--- src/rtl/led_bounce_if.sv ---
// Switch inputs and LED outputs of the LED bounce scanner, bundled as one port.
// The controller side (board switches / bench) uses master, the scanner uses slave.
interface led_bounce_if #(
    parameter int LED_COUNT = 4
);
    logic                 i_run;
    logic                 i_mode;
    logic [LED_COUNT-1:0] o_led;
    logic                 o_dir;
    logic                 o_stb;

    modport master (
        output i_run,
        output i_mode,
        input  o_led,
        input  o_dir,
        input  o_stb
    );

    modport slave (
        input  i_run,
        input  i_mode,
        output o_led,
        output o_dir,
        output o_stb
    );
endinterface

--- src/rtl/led_bounce.sv ---
// One-hot LED scanner: bounces a lit LED between bit 0 and the MSB, or rotates
// it right, advancing once per carry-out strobe of a free-running prescaler.
module led_bounce #(
    parameter int COUNTER_WIDTH = 25,
    parameter int LED_COUNT     = 4
) (
    input  logic          i_clk,
    input  logic          i_rst_n,
    led_bounce_if.slave   bus
);
    localparam logic DIR_UP   = 1'b0;
    localparam logic DIR_DOWN = 1'b1;

    logic [COUNTER_WIDTH-1:0] counter = '0;
    logic                     stb     = 1'b0;
    logic [LED_COUNT-1:0]     led     = LED_COUNT'(1);
    logic                     dir     = DIR_UP;

    logic [COUNTER_WIDTH:0]   cnt_inc;
    logic [LED_COUNT-1:0]     led_next;
    logic                     dir_next;

    // Carry-out of the increment is the strobe: high one cycle per wrap.
    assign cnt_inc = {1'b0, counter} + {{COUNTER_WIDTH{1'b0}}, 1'b1};

    always_ff @(posedge i_clk) begin
        if (!i_rst_n) begin
            counter <= '0;
            stb     <= 1'b0;
        end else if (bus.i_run) begin
            {stb, counter} <= cnt_inc;
        end else begin
            stb <= 1'b0;
        end
    end

    // Direction flips are decided on the pre-shift pattern: the neighbour
    // of the end bit tells whether the shifted value lands on that end.
    always_comb begin
        led_next = led;
        dir_next = dir;
        if (bus.i_mode) begin
            led_next = {led[0], led[LED_COUNT-1:1]};
            dir_next = DIR_DOWN;
        end else if (dir == DIR_UP) begin
            if (!led[LED_COUNT-1]) begin
                led_next = led << 1;
                dir_next = led[LED_COUNT-2] ? DIR_DOWN : DIR_UP;
            end else begin
                led_next = led >> 1;
                dir_next = DIR_DOWN;
            end
        end else begin
            if (!led[0]) begin
                led_next = led >> 1;
                dir_next = led[1] ? DIR_UP : DIR_DOWN;
            end else begin
                led_next = led << 1;
                dir_next = DIR_UP;
            end
        end
    end

    always_ff @(posedge i_clk) begin
        if (!i_rst_n) begin
            led <= LED_COUNT'(1);
            dir <= DIR_UP;
        end else if (stb) begin
            led <= led_next;
            dir <= dir_next;
        end
    end

    assign bus.o_led = led;
    assign bus.o_dir = dir;
    assign bus.o_stb = stb;
endmodule
--- src/flat_wrapper.sv ---
// flat-port wrapper written by rule: the top's interface ports become plain ports
module led_bounce_flat 
#(
    parameter int COUNTER_WIDTH = 25,
    parameter int LED_COUNT     = 4
)
  (i_clk, i_rst_n, bus_i_run, bus_i_mode, bus_o_led, bus_o_dir, bus_o_stb);
  led_bounce_if #(.LED_COUNT(LED_COUNT)) bus_i ();
  input  logic i_clk;
  input  logic i_rst_n;
  input wire logic [$bits(bus_i.i_run)-1:0] bus_i_run;
  input wire logic [$bits(bus_i.i_mode)-1:0] bus_i_mode;
  output wire logic [$bits(bus_i.o_led)-1:0] bus_o_led;
  output wire logic [$bits(bus_i.o_dir)-1:0] bus_o_dir;
  output wire logic [$bits(bus_i.o_stb)-1:0] bus_o_stb;
  assign bus_i.i_run = bus_i_run;
  assign bus_i.i_mode = bus_i_mode;
  assign bus_o_led = bus_i.o_led;
  assign bus_o_dir = bus_i.o_dir;
  assign bus_o_stb = bus_i.o_stb;
  led_bounce #(.COUNTER_WIDTH(COUNTER_WIDTH), .LED_COUNT(LED_COUNT)) u_core (.i_clk(i_clk), .i_rst_n(i_rst_n), .bus(bus_i));
endmodule
--- config.mk ---
export PLATFORM = sky130hd
export DESIGN_NAME = led_bounce_flat
export DESIGN_NICKNAME = d
export VERILOG_FILES = /design/src/rtl/led_bounce_if.sv /design/src/rtl/led_bounce.sv /design/src/flat_wrapper.sv
export SDC_FILE = /design/constraint.sdc
export NUM_CORES = 1
export LEC_CHECK = 0
export CAP_MARGIN = 20
export CORE_MARGIN = 8
export CORE_UTILIZATION = 60
export CTS_CLUSTER_SIZE = 24
export DETAILED_ROUTE_END_ITERATION = 10
export PLACE_DENSITY_LB_ADDON = 0.3
export SKIP_CTS_REPAIR_TIMING = 1
export SYNTH_ARGS = -nofsm -noshare
export SYNTH_HDL_FRONTEND = slang
export SYNTH_SLANG_ARGS = --single-unit
--- constraint.sdc ---
create_clock -name i_clk -period 4.15 [get_ports i_clk]
set_input_delay 0.83 -clock i_clk [delete_from_list [all_inputs] [get_ports i_clk]]
set_output_delay 0.83 -clock i_clk [all_outputs]
set_load 0.1 [all_outputs]
==> qor.csv <==
metric;value;unit
Seq cells post-synth;31;
core area;2390;um2
total power;480;uW
Avg Cell Area, Syn;8.42;um2
CP max stage cell;clkdlybuf4s50_1;
dominant synthesized flop cell;dfxtp_1;
share of the synthesized area in the top cell type;42.9;%
PnR worst setup slack;1280;ps
Min Clock Period, post-route;2870;ps
via count;1293;
worst skew pair latency;330;ps
initial antenna violation count;0;
Die H;65.1;um
CP cell instances;clkdlybuf4s50_1;
Residual DRC;0;
vias in the first global route;1186;
Syn Inst Count;172;
Final Skew;10.3;ps
gr ovfl total;0;
Num CTS Buffers;5;
worst-margin pin slew;969;ps
CTS clk-pin slew, worst paths;90;ps
Net Count, Synth;177;
Final Hold Viols;0;
FF-to-FF setup slack;2070;ps
crit end category;output port;
CP required;3320;ps
layout cell share with drive strength beyond 1;6.11;%
P_int;371;uW
crit path DAT;2040;ps
worst min-delay path class;reg2reg;
Crit Path Max Fanout;11;
Comb pwr share;3.2;%
RSZ-0062 raised after global routing;false;
status;finished, final reports clean;
Leakage;0.506;nW
synth top area cells;dfxtp_1 43%, a21oi_1 6.9%, nor2_1 4.1%, o21ai_0 3.8%, nand2_1 3.4%;
Initial Util;60.6;%
Max VDD drop;0.252;mV
post-synth top area cell;dfxtp_1;
Total GRT Usage;14.4;%
main combinational cell family by area after synthesis;simple AND/OR/NAND/NOR gates;
sw frac;22.6;%
Setup CP Type;reg2out;
post-synthesis sequential area ratio;42.9;%
Post-synth ARST share;0;%
slew margin rel.;35.2;%
Setup-failing EPs final;0;
mux cell area share after synthesis;0.691;%
MaxCap Viol Count;0;
post-detail-place hpwl;1980;um
Fmax;349;MHz
Hold Path Stages;2;
Final Max Tran Viols;0;
TritonCTS clock tree;yes;
Ys Warns;0;
die area;4240;um2
share of power burned in registers;62.7;%
most frequent cell after synthesis;dfxtp_1;
adder and majority cell fraction of the synthesized area;0.864;%
hold endpoint;u_core.counter[17]$_SDFFE_PN0P_;
switching pwr;109;uW
pre-CTS setup slack;1020;ps
cell row count;18;
drt wl/cell;13.5;um
Final Instance Area;1580;um2
vias per cell;6.16;
synthesized area;1450;um2
fin util;66.3;%
RR Startpoint;u_core.counter[2]$_SDFFE_PN0P_;
PwrDens;303;nW/um2
first-pass GRT wire length;4910;um
drt first pass iters;4;
CTS H-tree depth;2;
root buffer cell;clkbuf_4;
Clk pwr share;34.1;%
XOR/XNOR Fraction of Synth Area;6.05;%
Final ANT Viol Nets;0;
largest net degree at the start of global routing;29;
placement-stage cell area;1530;um2
wirelength, routed;2840;um
CP Launch Type;register;
Critical Path Max Stage Delay;1200;ps
Ports;10;
HP Start;u_core.counter[17]$_SDFFE_PN0P_;
fillers;223;
Post-synth EDFFs;0;
Longest Clk Path Bufs;2;
antenna cells;0;
clk sinks;31;
Synth Area in Simple Gates;28.7;%
final setup TNS;0;ps
CP delay by family, top;buffers and inverters;
P&R area growth vs syn;9.33;%
Final period util;69.1;%
die width;65.1;um
drt first-iter violations;100;
GP Congestion;0.833;
Yosys cell types;35;
Synth Area in Compound Gates;16.9;%
FF-to-FF path depth;4;
Post-synth top cells;31 x dfxtp_1, 20 x a21oi_1, 16 x nor2_1;
RR Endpoint;u_core.counter[23]$_SDFFE_PN0P_;
Port-buffer cells;9;
buffers plus inverters on the worst setup path;1;
Final nets;184;
[power by group through the flow]
stage                     Sequential [mW]  Clock [mW]  Combinational (mW)
after floorplan                     0.308           0             0.00883
after global placement              0.308           0              0.0147
after detailed placement            0.308           0              0.0158
after CTS                           0.301       0.172              0.0156
after global routing                0.301       0.184              0.0171
final                               0.301       0.164              0.0152
[sequential cells by signal (all words and copies together) (netlist names)]
name	cells
u_core.bus.o_stb	1
u_core.bus.o_led	4
u_core.counter	25
u_core.bus.o_dir	1
[worst reg2reg max path, delay by kind of cell (launching register included)]
family / cells / cell delay, ps
flops: 1 / 410
compound gates: 1 / 160
simple gates: 3 / 1450
[per-stage QoR]
step / std cells / hold slack [ps]
3_3_place_gp: 202 / 452
6_report: 210 / 496
2_1_floorplan: 172 / 424
5_1_grt: 210 / 534
3_5_place_dp: 202 / 481
4_1_cts: 210 / 499
[worst max-delay path by stage]
stage	from	end	slack (ps)	cells past startpoint
2_1_floorplan	bus_i_run	u_core.counter[20]$_SDFFE_PN0P_	2100	5
3_3_place_gp	bus_i_run	u_core.counter[23]$_SDFFE_PN0P_	1180	5
3_5_place_dp	bus_i_run	u_core.counter[23]$_SDFFE_PN0P_	1020	5
4_1_cts	u_core.bus.o_stb$_SDFF_PN0_	bus_o_stb	1270	1
5_1_grt	u_core.bus.o_stb$_SDFF_PN0_	bus_o_stb	1190	1
6_report	u_core.bus.o_stb$_SDFF_PN0_	bus_o_stb	1280	1
[per-layer routing]
layer,part of all wire (%),track usage [%],vias to the layer above
met5,0,0,-
met4,3.1,8.99,0
met3,6.7,4.76,11
met2,46,23.6,47
met1,44,15.9,599
li1,-,-,636
[cell type report]
type	instances	area [um2]	share of cell area, %
Timing Repair Buffer	9	90.1	5.69
Tap cell	30	37.5	2.37
Sequential cell	31	621	39.2
Clock inverter	1	5.00	0.316
Inverter	4	15.0	0.949
Multi-Input combinational cell	128	769	48.6
Clock buffer	7	45.0	2.85
[logic make-up after synthesis]
logic type,count (synthesis)
compound gates,43
xor+xnor,10
fa+ha+maj,1
buf+inv,13
flops,31
mux,1
simple gates,73
[cells in the final DEF (no fill, tap or decap), drive strengths merged, types with 2 or more instances in the layout]
cell type      synthesis  final
a21oi                 20     20
and3                   2      2
and4                   4      4
clkbuf                 6      7
clkdlybuf4s50          0      9
dfxtp                 31     31
inv                    4      4
nand2                 13     13
nand2b                 3      3
nand3                  8      8
nand4                  6      6
nor2                  16     16
nor4                   2      2
o211ai                 3      3
o21ai                 11     11
o31ai                  6      6
or3                    9      9
or4                    6      6
xnor2                  5      5
xor2                   5      5
No activity file was read; power rests on OpenSTA's default activity.
